$ cat src/rtl/al_buckeye_readback_if.sv
// Control, serial-chain and readback-FIFO signals of the Buckeye readback block.
// The slave modport is the readback engine; master is whatever drives it.
interface al_buckeye_readback_if;
  logic        START;
  logic        CLR_RB_DONE;
  logic        SDOUT;
  logic        FIFO_FULL;
  logic        SHCK;
  logic        RB_ENA;
  logic        FIFO_WE;
  logic [15:0] FIFO_DIN;
  logic        RB_DONE;
  logic        RB_OVFL;

  modport slave (
    input  START, CLR_RB_DONE, SDOUT, FIFO_FULL,
    output SHCK, RB_ENA, FIFO_WE, FIFO_DIN, RB_DONE, RB_OVFL
  );

  modport master (
    output START, CLR_RB_DONE, SDOUT, FIFO_FULL,
    input  SHCK, RB_ENA, FIFO_WE, FIFO_DIN, RB_DONE, RB_OVFL
  );
endinterface

$ cat src/rtl/al_buckeye_readback.sv
// Buckeye daisy-chain readback: drives SHCK, samples SDOUT at the end of each low
// phase, packs 16 bits LSB-first per word and writes NWORDS words to the readback FIFO.
module al_buckeye_readback #(
  parameter int CLK_DIV = 40,
  parameter int NWORDS  = 54
) (
  input  logic                  CLK40,
  input  logic                  RST,
  al_buckeye_readback_if.slave  rb
);

  localparam int DW = $clog2(CLK_DIV);
  localparam int WW = $clog2(NWORDS + 1);
  localparam logic [DW-1:0] DLAST = DW'(CLK_DIV - 1);
  localparam logic [DW-1:0] DHALF = DW'(CLK_DIV / 2);
  localparam logic [WW-1:0] WLAST = WW'(NWORDS - 1);

  typedef enum logic [1:0] {
    IDLE   = 2'd0,
    SHIFT  = 2'd1,
    FINISH = 2'd2
  } state_t;

  state_t          state_q, state_d;
  logic [DW-1:0]   dcnt_q, dcnt_d;
  logic [3:0]      bcnt_q, bcnt_d;
  logic [WW-1:0]   wcnt_q, wcnt_d;
  logic [15:0]     sr_q, sr_d;
  logic [15:0]     din_q, din_d;
  logic            wrdy_q, wrdy_d;
  logic            shck_q, shck_d;
  logic            rb_ena_q, rb_ena_d;
  logic            rb_done_q, rb_done_d;
  logic            rb_ovfl_q, rb_ovfl_d;
  logic            set_done;

  always_ff @(posedge CLK40 or posedge RST) begin
    if (RST) begin
      state_q   <= IDLE;
      dcnt_q    <= '0;
      bcnt_q    <= '0;
      wcnt_q    <= '0;
      sr_q      <= '0;
      din_q     <= '0;
      wrdy_q    <= 1'b0;
      shck_q    <= 1'b0;
      rb_ena_q  <= 1'b0;
      rb_done_q <= 1'b0;
      rb_ovfl_q <= 1'b0;
    end else begin
      state_q   <= state_d;
      dcnt_q    <= dcnt_d;
      bcnt_q    <= bcnt_d;
      wcnt_q    <= wcnt_d;
      sr_q      <= sr_d;
      din_q     <= din_d;
      wrdy_q    <= wrdy_d;
      shck_q    <= shck_d;
      rb_ena_q  <= rb_ena_d;
      rb_done_q <= rb_done_d;
      rb_ovfl_q <= rb_ovfl_d;
    end
  end

  always_comb begin
    state_d   = state_q;
    dcnt_d    = dcnt_q;
    bcnt_d    = bcnt_q;
    wcnt_d    = wcnt_q;
    sr_d      = sr_q;
    din_d     = din_q;
    wrdy_d    = 1'b0;
    shck_d    = 1'b0;
    rb_ovfl_d = rb_ovfl_q;
    set_done  = 1'b0;

    // A completed word is offered for exactly one cycle; a full FIFO drops it.
    if (wrdy_q) begin
      wcnt_d = wcnt_q + 1'b1;
      if (rb.FIFO_FULL) begin
        rb_ovfl_d = 1'b1;
      end
    end

    unique case (state_q)
      IDLE: begin
        if (rb.START) begin
          state_d   = SHIFT;
          dcnt_d    = '0;
          bcnt_d    = '0;
          wcnt_d    = '0;
          rb_ovfl_d = 1'b0;
        end
      end
      SHIFT: begin
        shck_d = (dcnt_q < DHALF);
        dcnt_d = (dcnt_q == DLAST) ? '0 : dcnt_q + 1'b1;
        // Sample at the end of the low phase, just before the next rising edge.
        if (dcnt_q == DLAST) begin
          sr_d   = {rb.SDOUT, sr_q[15:1]};
          bcnt_d = bcnt_q + 1'b1;
          if (bcnt_q == 4'd15) begin
            din_d  = sr_d;
            wrdy_d = 1'b1;
            if (wcnt_q == WLAST) begin
              state_d = FINISH;
            end
          end
        end
      end
      FINISH: begin
        set_done = 1'b1;
        state_d  = IDLE;
      end
      default: begin
        state_d = IDLE;
      end
    endcase

    rb_ena_d = (state_d != IDLE);

    if (rb.CLR_RB_DONE) begin
      rb_done_d = 1'b0;
    end else if (set_done) begin
      rb_done_d = 1'b1;
    end else begin
      rb_done_d = rb_done_q;
    end
  end

  assign rb.SHCK     = shck_q;
  assign rb.RB_ENA   = rb_ena_q;
  assign rb.FIFO_WE  = wrdy_q & ~rb.FIFO_FULL;
  assign rb.FIFO_DIN = din_q;
  assign rb.RB_DONE  = rb_done_q;
  assign rb.RB_OVFL  = rb_ovfl_q;

endmodule

$ cat src/flat_wrapper.sv
// flat-port wrapper written by rule: the top's interface ports become plain ports
module al_buckeye_readback_flat 
#(
  parameter int CLK_DIV = 40,
  parameter int NWORDS  = 54
)
  (CLK40, RST, rb_START, rb_CLR_RB_DONE, rb_SDOUT, rb_FIFO_FULL, rb_SHCK, rb_RB_ENA, rb_FIFO_WE, rb_FIFO_DIN, rb_RB_DONE, rb_RB_OVFL);
  al_buckeye_readback_if rb_i ();
  input  logic CLK40;
  input  logic RST;
  input wire logic [$bits(rb_i.START)-1:0] rb_START;
  input wire logic [$bits(rb_i.CLR_RB_DONE)-1:0] rb_CLR_RB_DONE;
  input wire logic [$bits(rb_i.SDOUT)-1:0] rb_SDOUT;
  input wire logic [$bits(rb_i.FIFO_FULL)-1:0] rb_FIFO_FULL;
  output wire logic [$bits(rb_i.SHCK)-1:0] rb_SHCK;
  output wire logic [$bits(rb_i.RB_ENA)-1:0] rb_RB_ENA;
  output wire logic [$bits(rb_i.FIFO_WE)-1:0] rb_FIFO_WE;
  output wire logic [$bits(rb_i.FIFO_DIN)-1:0] rb_FIFO_DIN;
  output wire logic [$bits(rb_i.RB_DONE)-1:0] rb_RB_DONE;
  output wire logic [$bits(rb_i.RB_OVFL)-1:0] rb_RB_OVFL;
  assign rb_i.START = rb_START;
  assign rb_i.CLR_RB_DONE = rb_CLR_RB_DONE;
  assign rb_i.SDOUT = rb_SDOUT;
  assign rb_i.FIFO_FULL = rb_FIFO_FULL;
  assign rb_SHCK = rb_i.SHCK;
  assign rb_RB_ENA = rb_i.RB_ENA;
  assign rb_FIFO_WE = rb_i.FIFO_WE;
  assign rb_FIFO_DIN = rb_i.FIFO_DIN;
  assign rb_RB_DONE = rb_i.RB_DONE;
  assign rb_RB_OVFL = rb_i.RB_OVFL;
  al_buckeye_readback #(.CLK_DIV(CLK_DIV), .NWORDS(NWORDS)) u_core (.CLK40(CLK40), .RST(RST), .rb(rb_i));
endmodule
$ cat config.mk
export PLATFORM = sky130hd
export DESIGN_NAME = al_buckeye_readback_flat
export DESIGN_NICKNAME = d
export VERILOG_FILES = /design/src/rtl/al_buckeye_readback_if.sv /design/src/rtl/al_buckeye_readback.sv /design/src/flat_wrapper.sv
export SDC_FILE = /design/constraint.sdc
export NUM_CORES = 1
export LEC_CHECK = 0
export ABC_AREA = 0
export CAP_MARGIN = 20
export CORE_UTILIZATION = 35
export CTS_CLUSTER_SIZE = 40
export DETAILED_ROUTE_END_ITERATION = 8
export GPL_ROUTABILITY_DRIVEN = 0
export SLEW_MARGIN = 0
export SYNTH_ARGS = -nofsm -noshare
export SYNTH_HDL_FRONTEND = slang
export SYNTH_SLANG_ARGS = --single-unit
$ cat constraint.sdc
create_clock -name CLK40 -period 1.96 [get_ports CLK40]
set_input_delay 0.392 -clock CLK40 [delete_from_list [all_inputs] [get_ports CLK40]]
set_output_delay 0.392 -clock CLK40 [all_outputs]
set_load 0.05 [all_outputs]
==> Word-level counts from Yosys, hierarchy flattened <==
Cells that the tools add are included.
{ "word_totals": {"regBits": 55, "in_bits": 6} }
{ "op_classes": {"muxes": 25, "n_eq_ne": 7, "n_reduce_logical": 8, "order_cmp": 1, "n_bitwise": 2, "addsub": 3} }
{ "op_table": {"columns": ["op", "count"], "rows": [
  ["$mux W6", 5],
  ["$add A6 B1 Y6 const B", 2],
  ["$eq A6 B6 Y1 const B", 2],
  ["$pmux W6 S2", 1],
  ["$mux W1", 11],
  ["$mux W2", 4],
  ["$mux W4", 2],
  ["$pmux W4 S2", 1],
  ["$lt A6 B5 Y1 const B", 1],
  ["$reduce_and A3 Y1", 2],
  ["$reduce_bool A2 Y1", 3],
  ["$add A4 B1 Y4 const B", 1],
  ["$eq A4 B4 Y1 const B", 1],
  ["$pmux W2 S2", 1],
  ["$reduce_and A2 Y1", 2],
  ["$eq A2 B1 Y1 const B", 1],
  ["$eq A2 B2 Y1 const B", 1],
  ["$logic_not A2 Y1", 1],
  ["$ne A2 B1 Y1 const B", 1],
  ["$ne A2 B2 Y1 const B", 1],
  ["$and A1 B1 Y1", 1],
  ["$not A1 Y1", 1]
]} }

==> Longest topological paths before layout <==
Gate-level depths: netlist of run 1.
{ "logic_depth": {"ltp_word": 6, "depth_mapped": 5, "depth_no_buf": 4} }

==> Least setup slack after synthesis of run 1 <==
OpenSTA, ideal clock, no wires.
{ "synth_path": {"path_type": "register -> register", "start": "register u_core.dcnt_q[3]", "end": "register u_core.din_q[0] (netlist: u_core.rb.FIFO_DIN[0])", "required_ns": 1.835, "arrival_time_ns": 1.933, "setup_slack_ns": -0.099, "path_buffers": 2, "path_stages_with_launch": 6, "setup_time_ns": 0.125, "path_cell_list": "dfrtp_1 -> or3b_1 -> buf_6 -> nor4b_4 -> buf_8 -> mux2_4"} }
{ "synth_via": {"elab_chain_len": 2} }
{ "synth_rtl": {"columns": ["item", "line", "source"], "rows": [
  ["from (decl)", "al_buckeye_readback.sv:25", "logic [DW-1:0] dcnt_q, dcnt_d;"],
  ["from (signal assigned)", "al_buckeye_readback.sv:52", "dcnt_q <= dcnt_d;"],
  ["$eq A6 B6 Y1", "al_buckeye_readback.sv:99", "if (dcnt_q == DLAST) begin"],
  ["$reduce_and A3 Y1 (no source line)", null, null],
  ["to (signal assigned)", "al_buckeye_readback.sv:56", "din_q <= din_d;"],
  ["to (decl)", "al_buckeye_readback.sv:29", "logic [15:0] din_q, din_d;"]
]} }
Every way passes these cells.
A chain may end at the register's enable or synchronous reset.

==> Worst setup path after layout of run 1 <==
{ "layout_path": {"start": "register u_core.din_q[1] (netlist: u_core.rb.FIFO_DIN[1])", "end": "output rb_FIFO_DIN[1]"} }
{ "layout_rtl": {"columns": ["item", "line", "source"], "rows": [
  ["to (decl)", "flat_wrapper.sv:18", "output wire logic [$bits(rb_i.FIFO_DIN)-1:0] rb_FIFO_DIN;"]
]} }
No word-level cell between the ends.

==> results of run 1 <==
-- metal layers --
layer	up-vias	wire length, um
met5	-	0
met3	7	160
met4	0	51
met1	710	2030
li1	708	-
met2	26	1710
-- stage by stage --
stage                     TNS (ps)  utilization, %
after floorplan              -1340               -
after global placement           0            43.9
after detailed placement         0            43.9
after CTS                        0            45.7
after global routing             0            45.7
final                            0            45.7
-- flip-flops by register name, summed over array words and instances (netlist names) --
signal,count
u_core.rb.SHCK,1
u_core.wrdy_q,1
u_core.rb.RB_OVFL,1
u_core.rb.RB_ENA,1
u_core.rb.FIFO_DIN,16
u_core.dcnt_q,6
u_core.sr_q,15
u_core.bcnt_q,4
u_core.wcnt_q,6
u_core.rb.RB_DONE,1
u_core.state_q,2
-- Yosys cell counts, drive strengths merged --
library cell,instances,area share [%]
a21oi,4,0.85
a22o,1,0.37
clkbuf,3,0.48
nor4b,1,1.0
ha,4,2.1
nor4,2,0.53
o21bai,1,0.32
mux2,33,17
and3,3,0.80
o22ai,1,0.27
xnor2,1,0.37
buf,3,1.6
or3b,2,0.75
nand2b,2,0.53
a32oi,1,0.37
nor3b,4,1.3
nand4,3,0.80
and4bb,1,0.53
nor2,8,1.3
nor3,1,0.43
dfrtp,54,58
a211o,1,0.37
and2,2,0.53
a211oi,1,0.32
a221o,1,0.43
o21ai,9,1.9
nand3,5,1.1
nand2,6,0.96
or3,2,0.53
xor2,4,1.5
a31oi,2,0.53
inv,5,0.80
and4b,1,0.43
nor2b,4,1.1
-- final timing paths --
| kind | startpoint | endpoint | slack [ps] | cells past startpoint |
|---|---|---|---|---|
| min in group CLK40 | u_core.rb.RB_OVFL | u_core.rb.RB_OVFL | 510 | 2 |
| max | u_core.rb.FIFO_DIN[1] | rb_FIFO_DIN[1] | 80 | 1 |
| min | RST | u_core.rb.RB_OVFL | 340 | 2 |
| max reg2reg | u_core.dcnt_q[3] | u_core.rb.FIFO_DIN[11] | 110 | 4 |
| max in group asynchronous | RST | u_core.rb.FIFO_DIN[7] | 1220 | 3 |
| min reg2reg | u_core.rb.RB_OVFL | u_core.rb.RB_OVFL | 510 | 2 |
-- kinds of logic (layout without fill, tap and decap cells) --
group / Yosys count / after routing / share of synthesized area [%]
AOI/OAI and AO/OA: 22 / 22 / 5.76
muxes: 33 / 33 / 17.3
DFF: 54 / 54 / 57.6
and+or+nand+nor: 47 / 47 / 12.5
adders and majority gates: 4 / 4 / 2.13
buffers and inverters: 11 / 53 / 2.88
xor gates and xnor gates: 5 / 5 / 1.87
-- layout by cell type (no fill, tap or decap), types with 2 or more instances in the layout --
cell and instances:
a21oi_1 4, a31oi_1 2, and2_1 2, and3_1 3, buf_12 5, buf_4 10, clkbuf_8 5, clkdlybuf4s50_1 25
dfrtp_1 54, ha_1 4, inv_1 4, mux2_2 24, mux2_4 9, nand2_1 6, nand2b_1 2, nand3_1 5
nand4_1 3, nor2_1 8, nor2b_1 4, nor3b_1 4, nor4_1 2, o21ai_0 9, or3_1 2, xor2_1 4
-- final cells by class --
cell class,count,area [sq um],area share (%)
clock inverters,3,48.8,1.66
multi-input cells,111,928,31.6
inverters,5,18.8,0.639
repair buffers,40,425,14.5
flip-flops and latches,54,1350,46.0
well taps,77,96.3,3.28
clock buffers,5,68.8,2.34
-- power by group through the flow --
stage / Clock (mW) / Sequential (mW) / Combinational [mW]
final: 0.772 / 1.34 / 0.556
after global routing: 0.844 / 1.36 / 0.621
after CTS: 0.798 / 1.34 / 0.563
after detailed placement: 0 / 1.36 / 0.562
after global placement: 0 / 1.36 / 0.551
after floorplan: 0 / 1.40 / 0.323
==> impl_metrics.csv, run 1 <==
group,metric,value,unit
critical_path,cp_max_fo,2,
clock_network,clk_pin_slew,100,ps
sta,grt_setup_unrepaired,"no",
global_routing,antenna_found_initial,0,
placed_design,place.port_buffers,26,
sta,whs,338,ps
floorplan,die_w,83.9,um
critical_path,critical_path_class,"flip-flop to output port",
floorplan,start_util,36.5,%
floorplan,coreArea,0.00642,sq mm
power_and_ir_drop,pwr-share-seq,50.2,%
floorplan,die_h,83.9,um
yosys,avgSynthCellArea,13.3,sq um
sta,worst_pin_slew,507,ps
drt,drt-initial-drc-count,70,
status,status,"complete, no violations",
placed_design,dp_cells,287,
layout,fin_area,0.00294,sq mm
layout,layout-drive-gt1-share,28.0,%
sta,slew_viol_final,0,
floorplan,boundaryPins,27,
clock_network,clk_path_buf_depth,2,
critical_path,cp-start-kind,"flip-flop",
clock_network,cts_sinks,54,
placed_design,postPlaceCellArea,0.00282,sq mm
power_and_ir_drop,p_total,2.66,mW
drt,avgViaCountPerCell,4.92,
critical_path,worstPathCellList,"clkdlybuf4s50_1",
clock_network,clock_latency,310,ps
sta,fin_crit_sh,96.1,%
global_routing,grt_max_degree,23,
global_routing,use_met2,18.0,%
drt,drc,0,
clock_network,hold_buffers,0,
power_and_ir_drop,clkPwrFrac,29.0,%
drt,totalWireLength,3.95,mm
drt,drtAntennaViolNets,0,
clock_network,cts_repair_resize_count,0,
global_routing,gr-usage-met3,2.97,%
sta,fmax,0.531,GHz
global_routing,met1_usage,17.8,%
global_routing,gr-max-usage-layer,"met2",
global_routing,grt.total_usage,12.2,%
placed_design,hpwlAfterDp,2.68,mm
critical_path,crit_required,1570,ps
worst_hold_path,hp-class,"input pin to asynchronous set/reset pin",
power_and_ir_drop,ir_drop,0.000447,V
drt,routed-via-count,1451,
floorplan,dieArea,0.00704,sq mm
critical_path,path_buf_inv,1,
job,cap_violations,0,
yosys,synth_seq_cells,54,
placed_design,dp_slack,120,ps
power_and_ir_drop,p_leak,1.31,nW
power_and_ir_drop,power_density,907,mW/mm^2
sta,period_needed,1880,ps
yosys,ys_seq_area_share,57.6,%
sta,worst_slack,75.9,ps
global_routing,grt_pass1_wl,6.91,mm
global_routing,grt_pass1_vias,1449,
yosys,syn_nets,186,
sta,max_slew_margin,66.1,%
global_routing,overflow,0,
floorplan,std_cell_rows,29,
yosys,synth_cell_types,37,
layout,nets,227,
sta,skew,7.88,ps
layout,area_growth,25.2,%
yosys,yosys_warnings,0,
critical_path,arrival,1490,ps
clock_network,cts_setup_buffers,0,
critical_path,crit_family,"buffers and inverters",
clock_network,root_buffer,"clkbuf_8",
power_and_ir_drop,combPwrFrac,20.8,%
clock_network,cts_buffers,5,
yosys,netlist_area,0.00235,sq mm
power_and_ir_drop,intPower,1.90,mW
yosys,netlist_instances,176,
critical_path,max_stage_delay,810,ps
layout,n_fill_cell,601,
critical_path,cp-end-kind,"output port",
clock_network,htreeDepth,2,
sta,timing.final.hold_violations,0,
clock_network,cts_tree,"built",
power_and_ir_drop,p_sw_share,28.5,%
critical_path,cpMaxStageDelayCell,"clkdlybuf4s50_1",
layout,fin_cells,295,
layout,insertedDiodeCount,0,
sta,setup_viol,0,
drt,drt-wirelength-per-cell,13.4,um
drt,dr.pass1.iters,5,
power_and_ir_drop,p_switching,760,uW
Power figures use the tool's default switching activity.
==> inputs of run 2 (changes only) <==
Settings changed: SKIP_CTS_REPAIR_TIMING from default to 1.
==> results of run 2 <==
No change in the layout: final DEF, timing and power equal those of run 1.
==> inputs of run 3 (changes only) <==
Settings changed: CORE_UTILIZATION 35 to 43, PLACE_DENSITY from default to 0.66.
==> run 3 against run 2 <==
Compared with the run above:
- register-to-register slack about the same
- sequential share of layout area increased by 0.78 points
- global-route usage rose by 4.3 points
- power shrank 2.2%
- routed wire length up 3.8%
- non-clock buffer count fell by 3
- die area is 18% lower
- largest power group unchanged
- final area fell by 1.7%
- largest cell class unchanged
==> impl_metrics.csv, run 3 (same netlist as run 1, synthesis figures left out) <==
group,metric,value,unit
clock_network,root_buffer,"clkbuf_8",
clock_network,cts_buffers,5,
floorplan,die_w,75.9,um
drt,dr.pass1.iters,4,
critical_path,arrival,1490,ps
layout,layout_common_cells,"54 x dfrtp_1, 25 x clkdlybuf4s50_1, 24 x mux2_2, 9 x mux2_4, 9 x o21ai_0",
worst_hold_path,hp-class,"input pin to asynchronous set/reset pin",
critical_path,rr_startpoint,"u_core.dcnt_q[0]",
sta,skew,10.0,ps
sta,period_needed,1890,ps
critical_path,cp_max_fo,2,
global_routing,grt_pass1_wl,6.96,mm
layout,largest_reg_flops,16,
clock_network,clk_pin_slew,100,ps
power_and_ir_drop,p_leak,1.29,nW
power_and_ir_drop,power_density,902,mW/mm^2
critical_path,crit_required,1570,ps
drt,routed-via-count,1464,
layout,layout-drive-gt1-share,27.0,%
drt,drc,0,
global_routing,grt_max_degree,44,
placed_design,hpwlAfterDp,2.84,mm
sta,grt_setup_unrepaired,"no",
job,cap_violations,0,
critical_path,path_buf_inv,1,
critical_path,reg2regPathDepth,5,
global_routing,grt_pass1_vias,1505,
critical_path,cpMaxStageDelayCell,"clkdlybuf4s50_1",
sta,fin_crit_sh,96.2,%
placed_design,place.port_buffers,26,
global_routing,grt.total_usage,16.5,%
sta,timing.final.hold_violations,0,
critical_path,cp-end-kind,"output port",
floorplan,dieArea,0.00576,sq mm
critical_path,max_stage_delay,820,ps
drt,drt-wirelength-per-cell,14.4,um
floorplan,start_util,45.4,%
global_routing,overflow,0,
sta,setup_viol,0,
clock_network,clock_latency,300,ps
critical_path,cp-start-kind,"flip-flop",
floorplan,boundaryPins,27,
floorplan,std_cell_rows,26,
sta,slew_viol_final,0,
critical_path,critical_path_class,"flip-flop to output port",
floorplan,die_h,75.9,um
layout,mostFrequentLayoutCell,"dfrtp_1",
sta,fmax,0.530,GHz
clock_network,cts_tree,"built",
layout,nets,224,
critical_path,worstPathCellList,"clkdlybuf4s50_1",
clock_network,clk_path_buf_depth,2,
floorplan,coreArea,0.00517,sq mm
critical_path,rrSetupSlack,120,ps
sta,max_slew_margin,65.5,%
global_routing,antenna_found_initial,0,
power_and_ir_drop,ir_drop,0.000390,V
layout,insertedDiodeCount,0,
sta,worst_pin_slew,516,ps
critical_path,crit_family,"buffers and inverters",
status,status,"complete, no violations",
clock_network,htreeDepth,2,
sta,tns,0,ps
drt,totalWireLength,4.10,mm
critical_path,r2r-end,"u_core.rb.FIFO_DIN[8]",
drt,avgViaCountPerCell,5.14,
drt,drtAntennaViolNets,0,
sta,whs,339,ps
clock_network,cts_sinks,54,
layout,area_growth,23.1,%
drt,drt-initial-drc-count,40,
==> run 3: cell count changes in the layout (fill, tap and decap cells not counted), sizes merged <==
cell	delta
inv	-1
clkbuf	+1
buf	-3
==> run 3: area by class of cell <==
class | count | area (sq um)
tap | 70 | 87.6
clock inverter | 2 | 37.5
timing repair buffer | 37 | 390
fill | 426 | 2280
multi-input combinational | 111 | 931
inverter | 5 | 18.8
sequential | 54 | 1350
clock buffer | 6 | 72.6
==> run 3: per-layer routing <==
layer	global-route usage (%)	routed length, um
met5	0	0
met4	6.17	58
met3	4.37	169
met2	28.2	2080
met1	20.0	1790
==> run 3: worst max path at each step <==
| stage | startpoint | end | slack (ps) | depth (start not counted) |
|---|---|---|---|---|
| 6_report | u_core.rb.FIFO_DIN[1] | rb_FIFO_DIN[1] | 70 | 1 |
| 5_1_grt | u_core.rb.FIFO_DIN[1] | rb_FIFO_DIN[1] | 10 | 1 |
| 4_1_cts | u_core.rb.FIFO_DIN[1] | rb_FIFO_DIN[1] | 60 | 1 |
| 3_5_place_dp | u_core.dcnt_q[3] | u_core.rb.FIFO_DIN[8] | 80 | 4 |
| 3_3_place_gp | u_core.dcnt_q[3] | u_core.rb.FIFO_DIN[12] | 110 | 4 |
| 2_1_floorplan | u_core.dcnt_q[3] | u_core.rb.FIFO_DIN[0] | -80 | 5 |
==> run 3: stage by stage <==
step / instances / instance area, sq um / worst slack (ps) / power (mW) / util, %
floorplan: 176 / 2350 / -84.6 / 1.72 / -
global placement: 277 / 2780 / 112 / 1.86 / 53.7
detailed placement: 277 / 2780 / 75.8 / 1.89 / 53.7
CTS: 285 / 2890 / 56.7 / 2.63 / 55.8
global route: 285 / 2890 / 13.8 / 2.76 / 55.9
finish: 285 / 2890 / 74.0 / 2.61 / 55.9
==> run 3: power breakdown <==
| group | switching, mW | internal, mW |
|---|---|---|
| logic | 0.276 | 0.262 |
| registers | 0.103 | 1.24 |
| clock network | 0.345 | 0.381 |
